File: config.mk
export PLATFORM = sky130hd
export DESIGN_NAME = perf_monitor
export DESIGN_NICKNAME = d
export VERILOG_FILES = /design/src/rtl/perf_monitor_pkg.sv /design/src/rtl/perf_monitor_hex7seg.sv /design/src/rtl/perf_monitor.sv
export SDC_FILE = /design/constraint.sdc
export NUM_CORES = 1
export LEC_CHECK = 0
export CAP_MARGIN = 10
export CORE_UTILIZATION = 45
export DETAILED_ROUTE_END_ITERATION = 6
export DONT_BUFFER_PORTS = 1
export PLACE_DENSITY = 0.7
export SLEW_MARGIN = 30
export SYNTH_ARGS = -nofsm -noshare
export SYNTH_HDL_FRONTEND = slang
export SYNTH_SLANG_ARGS = --single-unit
File: constraint.sdc
create_clock -name CLK_50 -period 2.6 [get_ports CLK_50]
set_input_delay 0.52 -clock CLK_50 [delete_from_list [all_inputs] [get_ports CLK_50]]
set_output_delay 0.52 -clock CLK_50 [all_outputs]
set_load 0.05 [all_outputs]
File: src/rtl/perf_monitor_pkg.sv
// perf_pkg: shared window-FSM states, segment constants and the hex-digit decoder
// for the performance monitor.
package perf_pkg;

  typedef enum logic [1:0] {
    IDLE = 2'd0,
    RUN  = 2'd1,
    DONE = 2'd2
  } state_t;

  localparam logic [6:0] BLANK_SEG = 7'h7F;
  localparam logic [6:0] ZERO_SEG  = 7'h40;

  // Active-low segments, bit order g..a
  function automatic logic [6:0] hex_to_seg(input logic [3:0] nib);
    logic [6:0] seg;
    case (nib)
      4'h0:    seg = 7'h40;
      4'h1:    seg = 7'h79;
      4'h2:    seg = 7'h24;
      4'h3:    seg = 7'h30;
      4'h4:    seg = 7'h19;
      4'h5:    seg = 7'h12;
      4'h6:    seg = 7'h02;
      4'h7:    seg = 7'h78;
      4'h8:    seg = 7'h00;
      4'h9:    seg = 7'h10;
      4'hA:    seg = 7'h08;
      4'hB:    seg = 7'h03;
      4'hC:    seg = 7'h46;
      4'hD:    seg = 7'h21;
      4'hE:    seg = 7'h06;
      4'hF:    seg = 7'h0E;
      default: seg = BLANK_SEG;
    endcase
    return seg;
  endfunction

endpackage

File: src/rtl/perf_monitor_hex7seg.sv
// hex7seg: combinational single-digit decoder; the parent registers the result.
module hex7seg
  import perf_pkg::*;
(
  input  logic [3:0] nib,
  input  logic       blank,
  output logic [6:0] seg
);

  // Blank overrides the decoded digit
  always_comb begin
    if (blank) begin
      seg = BLANK_SEG;
    end else begin
      seg = hex_to_seg(nib);
    end
  end

endmodule

File: src/rtl/perf_monitor.sv
// perf_monitor: PC-windowed cycle and event counters with sticky saturation flags,
// a selectable nibble window on the 7-segment digits and status LEDs.
module perf_monitor
  import perf_pkg::*;
#(
  parameter int                  NUM_CH     = 4,
  parameter int                  CNT_WIDTH  = 32,
  parameter int                  PC_WIDTH   = 15,
  parameter logic [PC_WIDTH-1:0] START_PC   = {PC_WIDTH{1'b0}},
  parameter logic [PC_WIDTH-1:0] FINAL_PC   = PC_WIDTH'(32'd1023),
  parameter int                  NUM_DIGITS = 3
) (
  input  logic                    CLK_50,
  input  logic                    resetN,
  input  logic [PC_WIDTH-1:0]     pc,
  input  logic                    pc_valid,
  input  logic [NUM_CH-1:0]       events,
  input  logic                    clear,
  input  logic [2:0]              sel_ch,
  input  logic [2:0]              sel_nib,
  output logic [7*NUM_DIGITS-1:0] hex,
  output logic [9:0]              led,
  output logic                    finished
);

  localparam int                   NCNT     = NUM_CH + 1;
  localparam logic [CNT_WIDTH-1:0] CNT_ZERO = {CNT_WIDTH{1'b0}};
  localparam logic [CNT_WIDTH-1:0] CNT_ONE  = {{(CNT_WIDTH-1){1'b0}}, 1'b1};

  state_t                          state_r, next_s;
  logic                            count_en_s, start_hit_s, final_hit_s;
  logic [NCNT-1:0]                 hit_en_s, ovf_s;
  logic [NCNT-1:0][CNT_WIDTH-1:0]  cnt_s;
  logic [CNT_WIDTH-1:0]            sel_cnt_s;
  logic [6:0]                      ch_ovf_s;
  logic [9:0]                      led_r;
  logic [7*NUM_DIGITS-1:0]         seg_s, hex_r;

  assign start_hit_s = pc_valid && (pc == START_PC);
  assign final_hit_s = pc_valid && (pc == FINAL_PC);

  // Window FSM next state and count enable; clear overrides any match or event
  always_comb begin
    next_s     = state_r;
    count_en_s = 1'b0;
    if (clear) begin
      next_s     = IDLE;
      count_en_s = 1'b0;
    end else begin
      case (state_r)
        IDLE: begin
          count_en_s = start_hit_s;
          if (start_hit_s) begin
            next_s = (START_PC == FINAL_PC) ? DONE : RUN;
          end else begin
            next_s = IDLE;
          end
        end
        RUN: begin
          count_en_s = 1'b1;
          if (final_hit_s) begin
            next_s = DONE;
          end else begin
            next_s = RUN;
          end
        end
        DONE:    next_s = DONE;
        default: next_s = IDLE;
      endcase
    end
  end

  // Window FSM state register
  always_ff @(posedge CLK_50 or negedge resetN) begin
    if (!resetN) begin
      state_r <= IDLE;
    end else begin
      state_r <= next_s;
    end
  end

  // Slot 0 is the cycle counter, slot k+1 is event channel k
  assign hit_en_s = {events, 1'b1} & {NCNT{count_en_s}};

  for (genvar i = 0; i < NCNT; i++) begin : g_cnt
    logic [CNT_WIDTH-1:0] cnt_r;
    logic                 ovf_r, at_max_s;

    assign at_max_s = &cnt_r;

    // Saturating counter: an increment at full scale holds and sets the sticky flag
    always_ff @(posedge CLK_50 or negedge resetN) begin
      if (!resetN) begin
        cnt_r <= CNT_ZERO;
        ovf_r <= 1'b0;
      end else if (clear) begin
        cnt_r <= CNT_ZERO;
        ovf_r <= 1'b0;
      end else if (hit_en_s[i]) begin
        cnt_r <= at_max_s ? cnt_r : cnt_r + CNT_ONE;
        ovf_r <= ovf_r | at_max_s;
      end else begin
        cnt_r <= cnt_r;
        ovf_r <= ovf_r;
      end
    end

    assign cnt_s[i] = cnt_r;
    assign ovf_s[i] = ovf_r;
  end

  // Display source: cycle counter unless sel_ch names an existing channel
  always_comb begin
    sel_cnt_s = ((sel_ch == 3'd0) || (int'(sel_ch) > NUM_CH)) ? cnt_s[0] : CNT_ZERO;
    for (int k = 1; k < NCNT; k++) begin
      sel_cnt_s = sel_cnt_s | ((int'(sel_ch) == k) ? cnt_s[k] : CNT_ZERO);
    end
  end

  for (genvar d = 0; d < NUM_DIGITS; d++) begin : g_dig
    logic [3:0] idx_s, nib_s;
    logic       blank_s;

    assign idx_s   = {1'b0, sel_nib} + 4'(d);
    assign blank_s = (int'(idx_s) >= CNT_WIDTH / 4);
    assign nib_s   = 4'(sel_cnt_s >> {idx_s, 2'b00});

    hex7seg u_hex7seg (
      .nib   (nib_s),
      .blank (blank_s),
      .seg   (seg_s[7*d +: 7])
    );
  end

  for (genvar k = 0; k < 7; k++) begin : g_led
    if (k < NUM_CH) begin : g_ch
      assign ch_ovf_s[k] = ovf_s[k + 1];
    end else begin : g_none
      assign ch_ovf_s[k] = 1'b0;
    end
  end

  // Output registers; status bits follow the state being entered
  always_ff @(posedge CLK_50 or negedge resetN) begin
    if (!resetN) begin
      led_r <= 10'd0;
      hex_r <= {NUM_DIGITS{ZERO_SEG}};
    end else begin
      led_r <= {ch_ovf_s, |ovf_s, next_s == DONE, next_s == RUN};
      hex_r <= seg_s;
    end
  end

  assign led      = led_r;
  assign hex      = hex_r;
  assign finished = led_r[1];

endmodule

==> run metrics, run 1 <==
status complete, but fails checks; failing checks DRC, hold timing; CTS Root Cell clkbuf_16; FF+latch count, synth 195; Routed WL 35700 microns; Nets 1493; Reg2Reg Setup Slack 0.05 ns; initial antenna violation count 0; CTS tree done; Slew Viols, Final 0; CP Cell Sequence nor2_4, ha_4, buf_4, a22o_1, a221oi_4, buf_4, nor2_1, mux4_2, inv_4, ha_4, nor3_2, a311o_1; most common cell after layout, fill and taps aside dfrtp_1; Slew @ Worst Pin 0.864 ns; first-pass GRT wire length 57500 microns; post-route ant nets 0; Die Y 166 microns; total grt overflow 0; critical path endpoint category flip-flop; Hold Crit Class in2async; Async SR Flop Fraction 100%; Post-synth top flop dfrtp_1; post-detail-place hpwl 25900 microns; RR Startpoint g_cnt[1].cnt_r[25]$_DFFE_PN0P_; Sink Count 195; fmax 389 MHz; gpl congestion 0.933; DRT Pass-1 Iters 7; pre-CTS setup slack -0.439 ns; H-tree depth 4; Max VDD drop 416 uV; Reg clk slew, reported paths 0.08 ns; non-filler instance count after layout 1787; post-synth design cell area 12200 sq um; Multi-input gate area 7120 sq um; reg-to-reg critical path endpoint hex[9]$_DFF_PN0_; Final Setup Violations 0; area grow syn2layout 18.1%; EDFF count, synth 0; # fillers 2335; diodes inserted 0; sequential area share after synthesis 40.1%; drt wl/cell 20.0 microns; worst setup slack after layout 0.0313 ns; row count 59; commonest cells after routing, fill and taps aside 192 x dfrtp_1, 163 x nor2_1, 151 x buf_4; number of global-route vias before repair 10435; total global-route track usage 26.4%; Hold WS -0.238 ns; number of remaining DRC errors 4; slew margin rel. 42.4%; I/O Pins 61; crit path DAT 2.90 ns; final hold viol count 192; Max stage delay on crit path 0.57 ns; Placed Cells 1752; post-synthesis cell type count 91; Tot Pwr 6.43 mW; count of input and output buffers 0; Reg area 4880 sq um; period utilisation layout 98.8%; critical path startpoint category input port; Starting Density 46.3%; drt via density 6.10; R2R depth 9; utilization after layout 54.7%; Warnings, synthesis 0; PwrDens 447 nW/um^2; pin count of the biggest net entering global routing 196; clk_lat worst skew 0.45 ns; Crit Path Class in2reg; CTS Buffer Depth 2; vias 10906; RSZ-0062 raised after global routing yes; cell count after synthesis 1339; LEAKAGE 5.75 nW; Mapped Avg Cell Area 9.09 sq um; Final min period 2.57 ns; Iter 0 DRT Violations 1170; max-cap violations 0; crit-path max FO 44; Worst Path Required 2.93 ns; clock skew 0.0129 ns; core area 26300 sq um; Die X 166 microns; share of cells above drive strength 1 18.7%; die area 27700 sq um; CP max stage cell mux4_2; CTS buffer count 17
power by group:
| group | switching (mW) | internal, mW | total, mW |
|---|---|---|---|
| sequential | 0.165 | 3.07 | 3.24 |
| clock | 1.37 | 1.39 | 2.76 |
| combinational | 0.231 | 0.197 | 0.428 |
worst max-delay path, delay by kind of cell:
kind / cells / cell delay, ns
adder cells (fa/ha/maj): 2 / 0.40
buffers and inverters: 3 / 0.43
AO/OA/AOI/OAI: 3 / 0.76
multiplexers: 1 / 0.57
AND/OR/NAND/NOR: 3 / 0.19
synth_stat cells, types with 9 or more instances:
cell type	number	area share [%]
clkbuf_1	48	1.5
mux2_2	13	1.2
and3_1	29	1.5
a21oi_1	52	2.1
ha_1	25	2.6
nor4_1	20	1.0
o221ai_1	14	1.0
nand4_1	50	2.6
o2111ai_1	9	0.65
o211ai_1	11	0.68
a22o_1	15	1.1
nand2_1	79	2.4
nor3_1	48	2.0
o31ai_1	12	0.74
inv_1	35	1.1
and4_1	14	1.0
and2_1	14	0.72
xnor2_1	71	5.1
nor2_1	164	5.1
nand3_1	70	2.9
dfrtp_1	192	39
or4_1	13	0.80
mux2i_1	30	2.5
o21ai_0	42	1.7
a31oi_1	10	0.51
nand2b_1	9	0.46
a22oi_1	18	1.1
xor2_1	46	3.3
buf_2	21	0.86
a221oi_1	12	0.86
or3_1	28	1.4
registers in the layout, summed over array words and instances, names as in the netlist:
signal	cells
state_r	2
led	7
g_cnt.ovf_r	5
g_cnt.cnt_r	160
hex	21
area by class of cell:
class / instances / share of cell area [%]
sequential: 195 / 34.0
timing repair buffer: 155 / 8.38
tap: 335 / 2.91
multi-input combinational: 1033 / 49.5
clock buffer: 17 / 2.96
inverter: 37 / 1.02
clock inverter: 15 / 1.29
how the worst max path moves through the flow:
stage / slack, ns / from / endpoint
final: 0.03 / sel_ch[1] / hex[9]$_DFF_PN0_
after global routing: -0.03 / g_cnt[1].cnt_r[29]$_DFFE_PN0P_ / hex[7]$_DFF_PN0_
after CTS: 0.006 / g_cnt[1].cnt_r[28]$_DFFE_PN0P_ / hex[17]$_DFF_PN0_
after global placement: -0.39 / sel_ch[0] / hex[7]$_DFF_PN0_
after floorplan: -0.81 / sel_ch[1] / hex[9]$_DFF_PN0_
after detailed placement: -0.44 / sel_ch[0] / hex[17]$_DFF_PN0_
metrics by stage:
stage          setup TNS (ns)  area [sq um]  hold WS (ns)
6_report                    0         14400        -0.238
5_1_grt               -0.0610         14400        -0.257
4_1_cts                     0         14300        -0.253
3_5_place_dp            -8.62         13600         0.230
3_3_place_gp            -6.70         13600         0.231
2_1_floorplan          -12.12         12400         0.224
repair_timing:
item                                    4_1_cts  5_1_grt
pin swaps                                     2        6
endpoints found under the setup margin       12       26
gates resized for setup                       6       15
buffers inserted                              0        5
endpoints found under the hold margin       195      192
kinds of logic (layout without fill, tap and decap cells):
| logic type | Yosys count | count (layout) | share of synthesized area, % |
|---|---|---|---|
| XOR/XNOR | 117 | 117 | 8.42 |
| buffers and inverters | 113 | 224 | 3.92 |
| AO/OA/AOI/OAI | 244 | 244 | 14.2 |
| flip-flops | 195 | 195 | 40.1 |
| multiplexers | 47 | 47 | 4.32 |
| other | 1 | 3 | 0.0308 |
| AND/OR/NAND/NOR | 597 | 597 | 26.4 |
| adder cells (fa/ha/maj) | 25 | 25 | 2.57 |
layer usage:
| layer | vias up | track usage, % | share of wire (%) |
|---|---|---|---|
| met4 | 0 | 9.18 | 3.0 |
| li1 | 5118 | - | - |
| met5 | - | 0 | 0 |
| met2 | 330 | 41.5 | 45 |
| met3 | 55 | 3.42 | 5.4 |
| met1 | 5403 | 37.6 | 46 |
No activity file was read; power rests on OpenSTA's default activity.
==> run 2: changes to the inputs <==
--- a/config.mk
+++ b/config.mk
@@ -10,6 +10,7 @@
 export DETAILED_ROUTE_END_ITERATION = 6
 export DONT_BUFFER_PORTS = 1
 export PLACE_DENSITY = 0.7
+export RECOVER_POWER = 100
 export SLEW_MARGIN = 30
 export SYNTH_ARGS = -nofsm -noshare
 export SYNTH_HDL_FRONTEND = slang
==> run 2 against run 1 <==
The run still ends with DRC, hold timing left. Total power barely moved. Clock skew barely moved. Highest routed layer unchanged. Clock power barely moved. Via count rose by 0.34%. Global-route usage did not move.
==> run metrics, run 2 (synthesis results as in run 1) <==
Nets 1493 (unchanged); period utilisation layout 99.0% (+0.25 points); LEAKAGE 5.67 nW (-1.4%); vias 10943 (+0.34%); Seq pwr share 50.4% (about the same); Starting Density 46.3% (unchanged); CTS Buffer Depth 2 (unchanged); Biggest register g_cnt.cnt_r; CTS tree done; total negative slack 0 ns (unchanged); Sink Count 195 (unchanged); DRT Pass-1 Iters 7 (unchanged); I/O Pins 61 (unchanged); clk_lat worst skew 0.45 ns (about the same); non-filler instance count after layout 1787 (unchanged); initial antenna violation count 0 (unchanged); clock skew 0.0130 ns (+0.0000755 ns); most common cell after layout, fill and taps aside dfrtp_1; Reg clk slew, reported paths 0.08 ns (about the same); Die X 166 microns (unchanged); combinational share of power 6.6% (about the same); fmax 388 MHz (-0.25%); Die Y 166 microns (unchanged); Max VDD drop 416 uV (+0.11%); critical path startpoint category input port; Final Setup Violations 0 (unchanged); Clock power frac 43.0% (about the same); critical path endpoint category flip-flop; Placed Cells 1752 (unchanged); Final min period 2.58 ns (+0.00648 ns); number of remaining DRC errors 4 (unchanged); Slew Viols, Final 0 (unchanged); first-pass GRT wire length 57500 microns (unchanged); post-route ant nets 0 (unchanged); diodes inserted 0 (unchanged); Internal Power 4.65 mW (-0.13%); H-tree depth 4 (unchanged); Routed WL 35700 microns (about the same); post-detail-place hpwl 25900 microns (unchanged); core area 26300 sq um (unchanged); drt via density 6.12 (+0.34%); Crit Path Class in2reg; gpl congestion 0.933 (unchanged); failing checks DRC, hold timing; row count 59 (unchanged); area grow syn2layout 17.1%; slew margin rel. 42.4% (about the same); share of cells above drive strength 1 17.0% (-1.7 points); max-cap violations 0 (unchanged); crit-path max FO 44 (unchanged); worst setup slack after layout 0.0248 ns (-0.00648 ns); max reg flops 160 (unchanged); commonest cells after routing, fill and taps aside 192 x dfrtp_1, 163 x nor2_1, 132 x buf_4; CTS buffer count 17 (unchanged); CTS Root Cell clkbuf_16; Hold WS -0.239 ns (-0.00101 ns); count of input and output buffers 0 (unchanged); Slew @ Worst Pin 0.864 ns (-0.0000238 ns); PwrDens 451 nW/um^2 (+0.88%); pin count of the biggest net entering global routing 196 (unchanged); Sw Pwr 1.77 mW (+0.28%); total grt overflow 0 (unchanged); die area 27700 sq um (unchanged); Hold Crit Class in2async; number of global-route vias before repair 10435 (unchanged); final hold viol count 192 (unchanged); Worst Path Required 2.94 ns (about the same); RSZ-0062 raised after global routing yes; fraction of power spent switching nets 27.6% (+0.081 points); Iter 0 DRT Violations 1351 (+15%); drt wl/cell 20.0 microns (about the same); pre-CTS setup slack -0.439 ns (unchanged); status complete, but fails checks; crit path DAT 2.91 ns (about the same); total global-route track usage 26.4% (unchanged)
run 2: changes by cell type in the layout (fill, tap and decap cells not counted), sizes merged:
cell    delta
clkbuf    +21
buf       -21
run 2: routing by layer:
| metal | GRT usage (%) | share of wire (%) | wire [microns] |
|---|---|---|---|
| met5 | 0 | 0 | 0 |
| met4 | 9.18 | 3.0 | 1080 |
| met3 | 3.42 | 4.7 | 1690 |
| met2 | 41.5 | 45 | 16100 |
| met1 | 37.6 | 47 | 16900 |
run 2: path summary, 6_finish.rpt:
path	start	end	slack [ns]	cells past startpoint
hold reg to reg	g_cnt[3].ovf_r$_DFFE_PN0P_	led[5]$_DFF_PN0_	0.42	0
hold / removal	resetN	led[0]$_DFF_PN0_	-0.24	0
max in group asynchronous	resetN	hex[13]$_DFF_PN1_	2.46	0
setup / recovery	sel_ch[1]	hex[9]$_DFF_PN0_	0.02	12
setup reg to reg	g_cnt[1].cnt_r[25]$_DFFE_PN0P_	hex[9]$_DFF_PN0_	0.05	9
min in group CLK_50	clear	g_cnt[4].cnt_r[15]$_DFFE_PN0P_	0.14	1
run 2: area by class of cell:
class                      instances  area (sq um)
clock buffer                      17           425
clock inverter                    15           185
fill                            2361         12000
inverter                          37           146
multi-input combinational       1033          7080
sequential                       195          4880
tap                              335           419
timing repair buffer             155          1110
run 2: power groups by stage:
stage                     logic [mW]  clock network [mW]  registers, mW
after floorplan                0.354                   0           3.30
after global placement         0.404                   0           3.30
after detailed placement       0.413                   0           3.30
after CTS                      0.414                2.80           3.24
after global routing           0.464                2.92           3.24
final                          0.425                2.77           3.24
run 2: what timing repair did:
item,in CTS,in global routing
endpoints found under the hold margin,195,192
setup buffers,0,5
resized for setup,6,15
pin swaps,2,6
endpoints found under the setup margin,12,26
run 2: critical path, cell delays in order:
cell and delay, ns:
nor2_4 0.11, ha_4 0.23, buf_4 0.15, a22o_1 0.25, a221oi_4 0.24, buf_4 0.16, nor2_1 0.03, mux4_2 0.57
inv_4 0.12, ha_4 0.17, nor3_2 0.05, a311o_1 0.27
run 2: through the flow:
stage / util (%) / power (mW) / hold WS [ns] / area (sq um)
after CTS: 54.3 / 6.46 / -0.253 / 14300
final: 54.2 / 6.43 / -0.239 / 14300
after detailed placement: 51.8 / 3.71 / 0.230 / 13600
after floorplan: - / 3.65 / 0.224 / 12400
after global routing: 54.2 / 6.63 / -0.257 / 14300
after global placement: 51.8 / 3.71 / 0.231 / 13600
==> run 3: changes to the inputs <==
--- a/config.mk
+++ b/config.mk
@@ -9,6 +9,7 @@
 export CORE_UTILIZATION = 45
 export DETAILED_ROUTE_END_ITERATION = 6
 export DONT_BUFFER_PORTS = 1
+export MAX_ROUTING_LAYER = met4
 export PLACE_DENSITY = 0.7
 export RECOVER_POWER = 100
 export SLEW_MARGIN = 30
==> run 3 against run 2 <==
The run still ends with DRC, hold timing left. Clock-buffer cell count stayed put. Die area did not move. Clock skew increased by 0.0066 ns. Critical path depth fell by 2. Critical path type unchanged. Largest cell class unchanged.
==> run metrics, run 3 (synthesis results as in run 1) <==
CP max stage cell a2111oi_0; first-pass GRT wire length 55700 microns (-3.2%); DRT Pass-1 Iters 7 (unchanged); max reg flops 160 (unchanged); worst setup slack after layout 0.0201 ns (-0.00471 ns); crit path DAT 2.92 ns (about the same); Nets 1485 (-0.54%); period utilisation layout 99.2% (+0.18 points); pre-CTS setup slack -0.374 ns (+0.0655 ns); H-tree depth 4 (unchanged); initial antenna violation count 0 (unchanged); Hold Crit Class in2async; CTS buffer count 17 (unchanged); RSZ-0062 raised after global routing yes; PwrDens 450 nW/um^2 (-0.25%); Slew Viols, Final 0 (unchanged); non-filler instance count after layout 1779 (-0.45%); slew margin rel. 42.0% (-0.43 points); gpl congestion 0.965 (+3.4%); # fillers 2413 (+2.2%); row count 59 (unchanged); combinational share of power 6.7% (about the same); Die Y 166 microns (unchanged); area grow syn2layout 16.8%; Reg clk slew, reported paths 0.09 ns (about the same); critical path startpoint category input port; die area 27700 sq um (unchanged); clock skew 0.0196 ns (+0.00660 ns); Final min period 2.58 ns (+0.00471 ns); I/O Pins 61 (unchanged); fraction of power spent switching nets 27.2% (-0.42 points); total global-route track usage 26.5% (+0.063 points); count of input and output buffers 0 (unchanged); clk_lat worst skew 0.46 ns (about the same); Crit Path Class in2reg; core area 26300 sq um (unchanged); max-cap violations 0 (unchanged); routed wl met3 2300 microns (+36%); most common cell after layout, fill and taps aside dfrtp_1; Starting Density 46.3% (unchanged); CP Cell Sequence nor2_4, ha_4, buf_4, a22o_1, a2111oi_0, o21bai_1, o22a_1, clkbuf_1, nor3_1, a211o_1; CTS Root Cell clkbuf_16; Internal Power 4.66 mW (+0.10%); drt wl/cell 19.8 microns (-1.1%); Placed Cells 1744 (-0.46%); status complete, but fails checks; diodes inserted 0 (unchanged); CTS Buffer Depth 2 (unchanged); number of remaining DRC errors 4 (unchanged); Post-DP Area 13600 sq um (-0.26%); CTS tree done; Clock power frac 42.6% (-0.4 points); Die X 166 microns (unchanged); number of global-route vias before repair 10141 (-2.8%); Max VDD drop 458 uV (+10%); pin count of the biggest net entering global routing 196 (unchanged); Slew @ Worst Pin 0.871 ns (+0.00647 ns); vias 10821 (-1.1%); failing checks DRC, hold timing; Biggest register g_cnt.cnt_r; critical path endpoint category flip-flop; LEAKAGE 5.62 nW (-0.92%); Sink Count 195 (unchanged); drt via density 6.08 (-0.67%); Worst Path Required 2.94 ns (about the same); Sw Pwr 1.74 mW (-2.0%); post-route ant nets 0 (unchanged); share of cells above drive strength 1 16.6% (-0.39 points); total grt overflow 0 (unchanged); post-detail-place hpwl 25700 microns (-0.63%); Iter 0 DRT Violations 1276 (-5.6%); final hold viol count 192 (unchanged); wl on met1 16000 microns (-5.5%); post-route cell area 14200 sq um (-0.22%); fmax 388 MHz (-0.18%); met2 wire length 15800 microns (-1.9%); Max stage delay on crit path 0.42 ns (-0.15 ns); Top Layer Used met4; crit-path max FO 44 (unchanged); Routed WL 35200 microns (-1.5%); Final Setup Violations 0 (unchanged); Hold WS -0.242 ns (-0.00261 ns); commonest cells after routing, fill and taps aside 190 x dfrtp_1, 163 x nor2_1, 119 x buf_4; Seq pwr share 50.6% (+0.2 points)
run 3: cell types whose count changed in the layout (fill, tap and decap cells not counted), moves of 2 or more:
cell,before,now
buf_4,132,119
buf_12,1,5
inv_6,2,6
clkbuf_1,15,18
nor4_2,1,4
clkinvlp_4,2,0
dfrtp_1,192,190
dfrtp_2,0,2
inv_8,5,3
nor4_1,23,21
run 3: through the flow:
stage / total power, mW / utilization, % / hold WS, ns / setup TNS (ns)
after floorplan: 3.65 / - / 0.224 / -12.12
after global placement: 3.72 / 51.7 / 0.232 / -5.43
after detailed placement: 3.73 / 51.7 / 0.231 / -7.21
after CTS: 6.46 / 54.1 / -0.261 / 0
after global routing: 6.60 / 54.1 / -0.266 / -0.0612
final: 6.40 / 54.1 / -0.242 / 0
run 3: worst paths after layout:
path / from / to / slack [ns] / cells after the start
setup / recovery: sel_ch[1] / hex[16]$_DFF_PN0_ / 0.02 / 10
hold / removal: resetN / g_cnt[3].ovf_r$_DFFE_PN0P_ / -0.24 / 0
setup reg to reg: g_cnt[2].cnt_r[15]$_DFFE_PN0P_ / hex[0]$_DFF_PN0_ / 0.06 / 7
hold reg to reg: g_cnt[4].ovf_r$_DFFE_PN0P_ / led[6]$_DFF_PN0_ / 0.43 / 0
max in group asynchronous: resetN / hex[6]$_DFF_PN1_ / 2.48 / 0
min in group CLK_50: clear / g_cnt[4].ovf_r$_DFFE_PN0P_ / 0.15 / 1
run 3: final cells by class:
type	instances	area [sq um]	area share (%)
multi-input combinational	1033	7070	49.7
sequential	195	4890	34.4
timing repair buffer	147	1090	7.67
clock buffer	17	425	2.99
tap	335	419	2.95
clock inverter	15	179	1.26
inverter	37	146	1.03
run 3: power groups by stage:
stage	clock network, mW	registers [mW]	logic, mW
6_report	2.73	3.24	0.430
5_1_grt	2.89	3.24	0.465
4_1_cts	2.79	3.24	0.425
3_5_place_dp	0	3.30	0.423
3_3_place_gp	0	3.30	0.417
2_1_floorplan	0	3.30	0.354
run 3: timing repair:
action / 4_1_cts / 5_1_grt
buffers inserted: 0 / 3
setup endpoints to repair: 5 / 24
pin swaps: 0 / 5
hold endpoints to repair: 195 / 194
gates cloned: 0 / 0
resized for setup: 3 / 17
run 3: per-layer routing:
metal  GRT usage, %  vias to the layer above
met5              -                        -
met4           10.1                        0
met3           4.37                       46
met2           40.0                      397
met1           35.6                     5266
li1               -                     5112
run 3: critical path, delay by kind of cell:
family | cells | cell delay (ns)
simple gates | 2 | 0.21
compound gates | 5 | 1.48
buf+inv | 2 | 0.43
fa+ha+maj | 1 | 0.24
